**src/rtl/adc_cap_pkg.sv**
```systemverilog
// Shared types and defaults for the ADC pre/post-trigger capture controller.
package adc_cap_pkg;

   localparam int ADC_W_DEF  = 12;
   localparam int ADDR_W_DEF = 10;
   localparam int RAM_W      = 16;

   typedef enum logic [2:0] {
      IDLE,
      PRE,
      WAIT_TRIG,
      POST,
      DONE
   } cap_state_e;

endpackage

```
**src/rtl/adc_trig_detect.sv**
```systemverilog
// Level/slope trigger detector over decimated samples; remembers the previous
// strobed sample and flags a threshold crossing in the selected direction.
module adc_trig_detect
   import adc_cap_pkg::*;
#(
   parameter int ADC_W = ADC_W_DEF
) (
   input  logic             sys_clk,
   input  logic             rst_n,
   input  logic             i_clr,
   input  logic             i_en,
   input  logic [ADC_W-1:0] i_cur,
   input  logic [ADC_W-1:0] i_level,
   input  logic             i_rising,
   output logic             o_hit
);

   logic [ADC_W-1:0] r_prev;
   logic             r_prev_vld;
   logic             w_rise;
   logic             w_fall;

   // NOTE: sequential state uses non-blocking assignments so every register
   // samples pre-edge values regardless of statement order.
   always_ff @(posedge sys_clk or negedge rst_n) begin
      if (!rst_n) begin
         r_prev     <= '0;
         r_prev_vld <= 1'b0;
      end else if (i_clr) begin
         r_prev_vld <= 1'b0;
      end else if (i_en) begin
         r_prev     <= i_cur;
         r_prev_vld <= 1'b1;
      end
   end

   assign w_rise = (r_prev < i_level) && (i_cur >= i_level);
   assign w_fall = (r_prev > i_level) && (i_cur <= i_level);
   assign o_hit  = r_prev_vld && (i_rising ? w_rise : w_fall);

endmodule

```
**src/rtl/adc_capture_ctrl.sv**
```systemverilog
// Pre/post-trigger capture controller feeding a 2**ADDR_W x 16 sample RAM.
// Define AUTO_TRIG_EN to force a trigger after TIMEOUT cycles in WAIT_TRIG.
module adc_capture_ctrl
   import adc_cap_pkg::*;
#(
   parameter int ADC_W     = ADC_W_DEF,
   parameter int ADDR_W    = ADDR_W_DEF,
   parameter int PRE_DEPTH = 256,
   parameter int TIMEOUT   = 2**20
) (
   input  logic              sys_clk,
   input  logic              rst_n,
   input  logic [ADC_W-1:0]  adc_data,
   input  logic              arm,
   input  logic              abort,
   input  logic [ADC_W-1:0]  trig_level,
   input  logic              trig_rising,
   input  logic [7:0]        decim,
   output logic              wr_en,
   output logic [ADDR_W-1:0] wr_addr,
   output logic [RAM_W-1:0]  wr_data,
   output logic [ADDR_W-1:0] trig_addr,
   output logic              busy,
   output logic              done,
   output logic              forced
);

   localparam logic [ADDR_W-1:0] PRE_LAST  = ADDR_W'(PRE_DEPTH - 1);
   localparam logic [ADDR_W-1:0] POST_LAST = ADDR_W'(2**ADDR_W - PRE_DEPTH - 2);

   cap_state_e        r_state;
   logic [ADC_W-1:0]  r_sample;
   logic [7:0]        r_dcnt;
   logic [ADDR_W-1:0] r_ptr;
   logic [ADDR_W-1:0] r_cnt;
   logic              r_wr_en;
   logic [ADDR_W-1:0] r_wr_addr;
   logic [RAM_W-1:0]  r_wr_data;
   logic [ADDR_W-1:0] r_trig_addr;
   logic              r_busy;
   logic              r_done;
   logic              r_forced;

   logic w_strobe;
   logic w_arm_ok;
   logic w_capturing;
   logic w_hit;
   logic w_timed_out;
   logic w_trig;

   assign w_strobe    = (r_dcnt == 8'd0);
   assign w_arm_ok    = arm && !abort && (r_state == IDLE);
   assign w_capturing = (r_state == PRE) || (r_state == WAIT_TRIG) || (r_state == POST);
   assign w_trig      = w_hit || w_timed_out;

   always_ff @(posedge sys_clk or negedge rst_n) begin
      if (!rst_n) r_sample <= '0;
      else        r_sample <= adc_data;
   end

   // Free-running decimator; arm realigns it so the first sample is kept.
   always_ff @(posedge sys_clk or negedge rst_n) begin
      if (!rst_n)                r_dcnt <= 8'd0;
      else if (w_arm_ok)         r_dcnt <= 8'd0;
      else if (r_dcnt >= decim)  r_dcnt <= 8'd0;
      else                       r_dcnt <= r_dcnt + 8'd1;
   end

   adc_trig_detect #(.ADC_W(ADC_W)) u_trig (
      .sys_clk  (sys_clk),
      .rst_n    (rst_n),
      .i_clr    (w_arm_ok),
      .i_en     (w_strobe && w_capturing),
      .i_cur    (r_sample),
      .i_level  (trig_level),
      .i_rising (trig_rising),
      .o_hit    (w_hit)
   );

`ifdef AUTO_TRIG_EN
   localparam int TO_W = $clog2(TIMEOUT + 1);
   logic [TO_W-1:0] r_tcnt;

   // Counts cycles spent in WAIT_TRIG and saturates; any exit discards it.
   always_ff @(posedge sys_clk or negedge rst_n) begin
      if (!rst_n)                    r_tcnt <= '0;
      else if (r_state != WAIT_TRIG) r_tcnt <= '0;
      else if (!w_timed_out)         r_tcnt <= r_tcnt + TO_W'(1);
   end

   assign w_timed_out = (r_tcnt == TO_W'(TIMEOUT));
`else
   assign w_timed_out = 1'b0;
`endif

   always_ff @(posedge sys_clk or negedge rst_n) begin
      if (!rst_n) begin
         r_state     <= IDLE;
         r_ptr       <= '0;
         r_cnt       <= '0;
         r_wr_en     <= 1'b0;
         r_wr_addr   <= '0;
         r_wr_data   <= '0;
         r_trig_addr <= '0;
         r_busy      <= 1'b0;
         r_done      <= 1'b0;
         r_forced    <= 1'b0;
      end else begin
         r_wr_en <= 1'b0;
         r_done  <= 1'b0;
         if (abort) begin
            r_state <= IDLE;
            r_busy  <= 1'b0;
         end else begin
            case (r_state)
               IDLE: begin
                  if (arm) begin
                     r_state  <= PRE;
                     r_ptr    <= '0;
                     r_cnt    <= '0;
                     r_busy   <= 1'b1;
                     r_forced <= 1'b0;
                  end
               end
               PRE, WAIT_TRIG, POST: begin
                  if (w_strobe) begin
                     r_wr_en   <= 1'b1;
                     r_wr_addr <= r_ptr;
                     r_wr_data <= {{(RAM_W-ADC_W){1'b0}}, r_sample};
                     r_ptr     <= r_ptr + ADDR_W'(1);
                     if (r_state == PRE) begin
                        if (r_cnt == PRE_LAST) begin
                           r_state <= WAIT_TRIG;
                           r_cnt   <= '0;
                        end else begin
                           r_cnt <= r_cnt + ADDR_W'(1);
                        end
                     end else if (r_state == WAIT_TRIG) begin
                        if (w_trig) begin
                           r_state     <= POST;
                           r_trig_addr <= r_ptr;
                           r_forced    <= w_timed_out && !w_hit;
                           r_cnt       <= '0;
                        end
                     end else if (r_cnt == POST_LAST) begin
                        r_state <= DONE;
                        r_done  <= 1'b1;
                        r_busy  <= 1'b0;
                     end else begin
                        r_cnt <= r_cnt + ADDR_W'(1);
                     end
                  end
               end
               DONE:    r_state <= IDLE;
               default: r_state <= IDLE;
            endcase
         end
      end
   end

   assign wr_en     = r_wr_en;
   assign wr_addr   = r_wr_addr;
   assign wr_data   = r_wr_data;
   assign trig_addr = r_trig_addr;
   assign busy      = r_busy;
   assign done      = r_done;
   assign forced    = r_forced;

endmodule

```
**config.mk**
```make
export PLATFORM = sky130hd
export DESIGN_NAME = adc_capture_ctrl
export DESIGN_NICKNAME = d
export VERILOG_FILES = /design/src/rtl/adc_cap_pkg.sv /design/src/rtl/adc_trig_detect.sv /design/src/rtl/adc_capture_ctrl.sv
export SDC_FILE = /design/constraint.sdc
export NUM_CORES = 1
export LEC_CHECK = 0
export ABC_AREA = 1
export CAP_MARGIN = 20
export CELL_PAD_IN_SITES_DETAIL_PLACEMENT = 0
export CELL_PAD_IN_SITES_GLOBAL_PLACEMENT = 1
export CORE_MARGIN = 4
export CORE_UTILIZATION = 37
export DETAILED_ROUTE_END_ITERATION = 8
export PLACE_DENSITY_LB_ADDON = 0.1
export SYNTH_ARGS = -nofsm -noshare
export SYNTH_HDL_FRONTEND = slang
export SYNTH_SLANG_ARGS = --single-unit
```
**constraint.sdc**
```tcl
create_clock -name sys_clk -period 2.1 [get_ports sys_clk]
set_clock_uncertainty 0.15 [all_clocks]
set_input_delay 0.42 -clock sys_clk [delete_from_list [all_inputs] [get_ports sys_clk]]
set_output_delay 0.42 -clock sys_clk [all_outputs]
set_load 0.005 [all_outputs]
```
==> results of run 1 <==
-- per-layer routing --
metal	routed length [microns]	vias to the layer above	GRT usage
li1	-	2028	-
met1	5450	1901	0.216
met2	6230	68	0.296
met3	498	15	0.0512
met4	172	0	0.0471
met5	0	-	0
-- flip-flops by register name, summed over array words and instances, names as in the netlist, 3 cells and up --
signal and count:
r_dcnt 8, wr_data 12, u_trig.r_prev 12, wr_addr 10
r_sample 12, r_state 3, trig_addr 10, r_ptr 10
r_cnt 10
-- metrics by stage --
stage / area, sq um / setup TNS [ps] / util / cells / worst slack [ps]
detailed placement: 6000 / -14570 / 0.468 / 825 / -666
global route: 6850 / -3160 / 0.534 / 848 / -188
floorplan: 4930 / 0 / - / 570 / 62.8
CTS: 6590 / -58.9 / 0.514 / 842 / -18.1
global placement: 6000 / -14200 / 0.468 / 825 / -617
finish: 6850 / -225 / 0.534 / 848 / -37.1
-- power by group through the flow --
stage / combinational, mW / sequential [mW] / clock, mW
floorplan: 1.43 / 2.47 / 0
global placement: 2.51 / 2.52 / 0
detailed placement: 2.55 / 2.52 / 0
CTS: 2.71 / 2.53 / 1.87
global route: 3.21 / 2.60 / 1.96
finish: 2.84 / 2.54 / 1.81
-- area by class of cell --
type                    instances  area, sq um  share of cell area
clock inverters                 6         95.1              0.0139
clock buffers                  10          239              0.0349
repair buffers                104         1060               0.155
well taps                     172          215              0.0314
inverters                      83          322              0.0470
flip-flops and latches         91         2280               0.333
multi-input cells             382         2640               0.385
-- final timing paths --
kind,slack [ps],endpoint,cells past startpoint,from
setup / recovery,-40,trig_addr[4]$_DFFE_PN0P_,14,u_trig.r_prev[5]$_DFFE_PN0P_
hold / removal,320,r_dcnt[0]$_DFF_PN0_,1,r_dcnt[0]$_DFF_PN0_
setup reg to reg,-40,trig_addr[4]$_DFFE_PN0P_,14,u_trig.r_prev[5]$_DFFE_PN0P_
hold reg to reg,320,r_dcnt[0]$_DFF_PN0_,1,r_dcnt[0]$_DFF_PN0_
max in group asynchronous,850,r_state[1]$_DFFE_PN0P_,3,rst_n
min in group asynchronous,350,wr_data[9]$_DFFE_PN0P_,2,rst_n
-- placed cells by master (no fill, tap or decap), types with 13 or more instances in the layout --
cell type        instances
buf_4                   23
clkdlybuf4s50_1         58
dfrtp_1                 91
ha_1                    21
ha_4                    16
inv_1                   65
inv_2                   16
nand2_1                113
nand2_2                 18
nand3_1                 19
nor2_1                  34
nor3_1                  13
o21ai_0                 17
o21ai_1                 27
-- logic make-up after synthesis --
logic type,Yosys count,synth area share
flops,91,0.463
fa+ha+maj,37,0.0942
simple gates,247,0.239
other cells,1,0.000763
compound gates,79,0.0906
xor+xnor,13,0.0232
buf+inv,98,0.0891
-- repair_timing --
item	4_1_cts	5_1_grt
hold buffers	1	0
gates cloned	0	3
endpoints found under the setup margin	23	31
buffers inserted	0	3
gates resized for setup	59	44
pin swaps	20	18
endpoints found under the hold margin	17	0
==> summary.txt, run 1 <==
nets@finish -> 745
CP max FO -> 5
top cells by area, synth -> dfrtp_1 (46%), nand2_1 (11%), ha_1 (9.4%)
Initial DRC Count -> 204
Crit. End Element -> register
Detail Route Antenna Nets -> 0
TritonCTS clock tree -> yes
Post-synth top cells -> nand2_1 (139), dfrtp_1 (91), inv_1 (75), nor2_1 (41), ha_1 (37)
critical path's most frequent cell -> nand2_2
Max Clock Freq -> 468 MHz
setup ws final -> -37.1 ps
die width -> 123 microns
switching share of power -> 0.352
die height -> 123 microns
H-tree depth -> 3
first-pass GRT wire length -> 20500 microns
Startpoint Class -> register
async set-reset flop share out of synthesis -> 1.00
largest net degree at the start of global routing -> 42
Root Driver -> clkbuf_16
Clock power frac -> 0.252
WP data required -> 2190 ps
GRT Overall Usage -> 0.174
# diodes -> 0
insertion delay to the later sink of the worst-skew pair -> 350 ps
Syn Inst Count -> 566
Max clock buf depth -> 2
DR WL/cell -> 14.6 microns
sw power -> 2.53 mW
drt drc -> 0
Buffers on Ports -> 71
Congestion Overflow GR -> 0
Peak VDD IR -> 0.559 mV
combinational power share -> 0.395
unrepaired setup endpoints after global routing -> yes
Hold WS -> 320 ps
post-route minimum period -> 2140 ps
crit-path max cell delay -> 410 ps
outcome -> complete, but fails checks
First-pass DRT Iterations -> 4
critical path's slowest cell -> dfrtp_1
delay-heaviest family, CP -> simple AND/OR/NAND/NOR gates
Cell Int Power -> 4.66 mW
row cnt -> 41
synthesized area per cell -> 8.69 sq um
FILL cells -> 1222
routability cong. -> 0.827
worst hold path type -> register to register
detailed-route via count -> 4012
top-area cell type share of the netlist area -> 0.463
Initial Utilization -> 0.383
total clock buffers created by CTS -> 9
final hold violations -> 0
sequential share of power -> 0.353
Buf/Inv on CP -> 2
Critical Path AT -> 2230 ps
most used flip-flop cell after synthesis -> dfrtp_1
Top Ports -> 77
die area -> 15200 sq um
MaxCap Viol Count -> 0
Cell variety after synth -> 43
area grow syn2layout -> 39.2%
Lkg Pwr -> 3.19 nW
CTS sink cnt -> 91
DR vias/cell -> 4.73
Cell Pwr Density -> 1050 nW/um^2
crit-path cells -> ha_4, nand2_2, nor2_2, nand2_2, a21oi_2, nor2_2, nor2_1, nand2_1, nand2_2, nand4_1, buf_6, clkbuf_16, nand2_2, o21ai_1
Total Routed Length -> 12300 microns
Crit Path Category -> register to register
number of flops mapped to enable cells by yosys -> 0
Synth area leader -> dfrtp_1
Total Power -> 7.19 mW
failing checks -> setup timing
crit share post-route -> 1.02
register area share after synthesis -> 0.463
# setup viols final -> 9
detailed placement HPWL -> 8800 microns
Core Region -> 12800 sq um
Final Max Slew Viols -> 0
leading cell type by number of instances after synthesis -> nand2_1
Syn Std Cell Area -> 4920 sq um
CTS clk-pin slew, worst paths -> 70 ps
initial antenna violation count -> 0
vias in the first global route -> 4223
Ys Warns -> 0
FF+latch count, synth -> 91
share of cells above drive strength 1 -> 0.228
No activity file was read; power rests on OpenSTA's default activity.
==> inputs of run 2 (changes only) <==
--- a/config.mk
+++ b/config.mk
@@ -13,6 +13,7 @@
 export CORE_UTILIZATION = 37
 export DETAILED_ROUTE_END_ITERATION = 8
 export PLACE_DENSITY_LB_ADDON = 0.1
+export SETUP_SLACK_MARGIN = 0.05
 export SYNTH_ARGS = -nofsm -noshare
 export SYNTH_HDL_FRONTEND = slang
 export SYNTH_SLANG_ARGS = --single-unit
==> run 2 against run 1 <==
Net effect: the flow still finishes with violations (setup timing); highest routed layer unchanged; sequential power barely moved; final cell count increased by 0.24%; utilization increased by 0.44 points; via count fell by 0.15%; non-clock buffer count up 2; total power up 0.80%; worst setup slack improved by 1.3 ps; global-route usage stayed put; largest cell class unchanged; routed wire length up 0.23%; register-to-register slack about the same.
==> summary.txt, run 2 (synthesized netlist as in run 1, its figures left out) <==
post-route minimum period -> 2140 ps (-1.34 ps)
vias in the first global route -> 4223 (unchanged)
die width -> 123 microns (unchanged)
total clock buffers created by CTS -> 9 (unchanged)
commonest non-fill, non-tap cell in the layout -> nand2_1
First-pass DRT Iterations -> 4 (unchanged)
Critical Path AT -> 2230 ps (about the same)
Crit Path Category -> register to register
Multi-input gate area -> 2680 sq um (+1.5%)
Final Max Slew Viols -> 0 (unchanged)
nets@finish -> 747 (+0.27%)
Max clock buf depth -> 2 (unchanged)
Max Clock Freq -> 468 MHz (about the same)
Lkg Pwr -> 3.21 nW (+0.57%)
Finished Layout Cells -> 850 (+0.24%)
first-pass GRT wire length -> 20500 microns (unchanged)
Peak VDD IR -> 0.614 mV (+9.7%)
dpl cell area -> 6000 sq um (unchanged)
Root Driver -> clkbuf_16
CP max FO -> 5 (unchanged)
Crit. End Element -> register
most frequent cells in the layout -> nand2_1 (112), dfrtp_1 (90), inv_1 (64), clkdlybuf4s50_1 (58), nor2_1 (32)
storage element area -> 2280 sq um (about the same)
WP data required -> 2190 ps (about the same)
Finished Cell Area -> 6900 sq um (+0.82%)
outcome -> complete, but fails checks
Detail Route Antenna Nets -> 0 (unchanged)
routability cong. -> 0.827 (unchanged)
unrepaired setup endpoints after global routing -> yes
DR WL/cell -> 14.6 microns (about the same)
insertion delay to the later sink of the worst-skew pair -> 350 ps (about the same)
final hold violations -> 0 (unchanged)
Startpoint Class -> register
CTS clk-pin slew, worst paths -> 70 ps (about the same)
# setup viols final -> 9 (unchanged)
FILL cells -> 1218 (-0.33%)
largest net degree at the start of global routing -> 42 (unchanged)
Initial DRC Count -> 197 (-3.4%)
CTS sink cnt -> 91 (unchanged)
detailed placement HPWL -> 8800 microns (unchanged)
GRT Overall Usage -> 0.174 (unchanged)
H-tree depth -> 3 (unchanged)
detailed-route via count -> 4006 (-0.15%)
Cell Pwr Density -> 1050 nW/um^2 (about the same)
DR vias/cell -> 4.71 (-0.38%)
die area -> 15200 sq um (unchanged)
MaxCap Viol Count -> 0 (unchanged)
die height -> 123 microns (unchanged)
setup ws final -> -35.8 ps (+1.34 ps)
Congestion Overflow GR -> 0 (unchanged)
crit share post-route -> 1.02 (about the same)
DP Cell Count -> 825 (unchanged)
# diodes -> 0 (unchanged)
initial antenna violation count -> 0 (unchanged)
drt drc -> 0 (unchanged)
Total Routed Length -> 12400 microns (+0.23%)
Initial Utilization -> 0.383 (unchanged)
Buffers on Ports -> 71 (unchanged)
area grow syn2layout -> 40.4%
worst hold path type -> register to register
Top Ports -> 77 (unchanged)
share of cells above drive strength 1 -> 0.245 (+0.0170)
Hold WS -> 322 ps (+1.82 ps)
TritonCTS clock tree -> yes
Core Util, Final -> 0.538 (+0.00439)
failing checks -> setup timing
row cnt -> 41 (unchanged)
Core Region -> 12800 sq um (unchanged)
==> run 2: changes by cell type in the layout (fill, tap and decap cells not counted), moves of 2 or more <==
cell and change:
nor2_1 -2, nor2_2 +2, o31ai_2 +2, buf_4 +2
o31ai_1 -2, nand3_1 -2
==> run 2: timing repair <==
item	4_1_cts	5_1_grt
endpoints found under the hold margin	17	0
hold buffers	1	0
gates cloned	0	3
resized for setup	61	53
endpoints found under the setup margin	24	29
pin swaps	23	20
buffers inserted	0	5
==> run 2: cell type report <==
type / count / area share
Clock inverter: 6 / 0.0138
Inverter: 83 / 0.0466
Timing Repair Buffer: 106 / 0.156
Tap cell: 172 / 0.0312
Clock buffer: 10 / 0.0346
Sequential cell: 91 / 0.330
Multi-Input combinational cell: 382 / 0.388
==> run 2: routing by layer <==
metal  vias to the layer above  track usage  share of wire
met4                         0       0.0471          0.013
li1                       2028            -              -
met5                         -            0              0
met3                        15       0.0512          0.044
met2                        71        0.296           0.50
met1                      1892        0.216           0.44
==> run 2: stage by stage <==
step | setup WS (ps) | power, mW | setup TNS, ps
after global routing | -189 | 7.83 | -3080
after global placement | -617 | 5.03 | -14200
after floorplan | 62.8 | 3.90 | 0
after CTS | -18.1 | 7.11 | -58.9
final | -35.8 | 7.25 | -219
after detailed placement | -666 | 5.07 | -14570
==> run 2: worst max-delay path: stages (launching register included) <==
cell and delay (ps):
dfrtp_1 410, ha_4 290, nand2_2 50, nor2_2 110, nand2_2 70, a21oi_2 110
nor2_2 50, nor2_1 100, nand2_1 70, nand2_2 90, nand4_1 100, buf_6 160
clkbuf_16 160, nand2_2 50, o21ai_1 50
==> run 2: final timing paths <==
check	cells past startpoint	to	from	slack [ps]
max	14	trig_addr[4]$_DFFE_PN0P_	u_trig.r_prev[5]$_DFFE_PN0P_	-40
max reg2reg	14	trig_addr[4]$_DFFE_PN0P_	u_trig.r_prev[5]$_DFFE_PN0P_	-40
max in group asynchronous	3	r_state[1]$_DFFE_PN0P_	rst_n	840
min reg2reg	1	r_dcnt[0]$_DFF_PN0_	r_dcnt[0]$_DFF_PN0_	320
min	1	r_dcnt[0]$_DFF_PN0_	r_dcnt[0]$_DFF_PN0_	320
min in group asynchronous	2	wr_data[9]$_DFFE_PN0P_	rst_n	350
==> run 2: report_power, final <==
| part | internal (mW) | total, mW | leakage (nW) | switching (mW) |
|---|---|---|---|---|
| registers | 2.19 | 2.54 | 1.18 | 0.348 |
| logic | 1.41 | 2.90 | 1.86 | 1.48 |
| clock network | 1.09 | 1.82 | 0.164 | 0.726 |
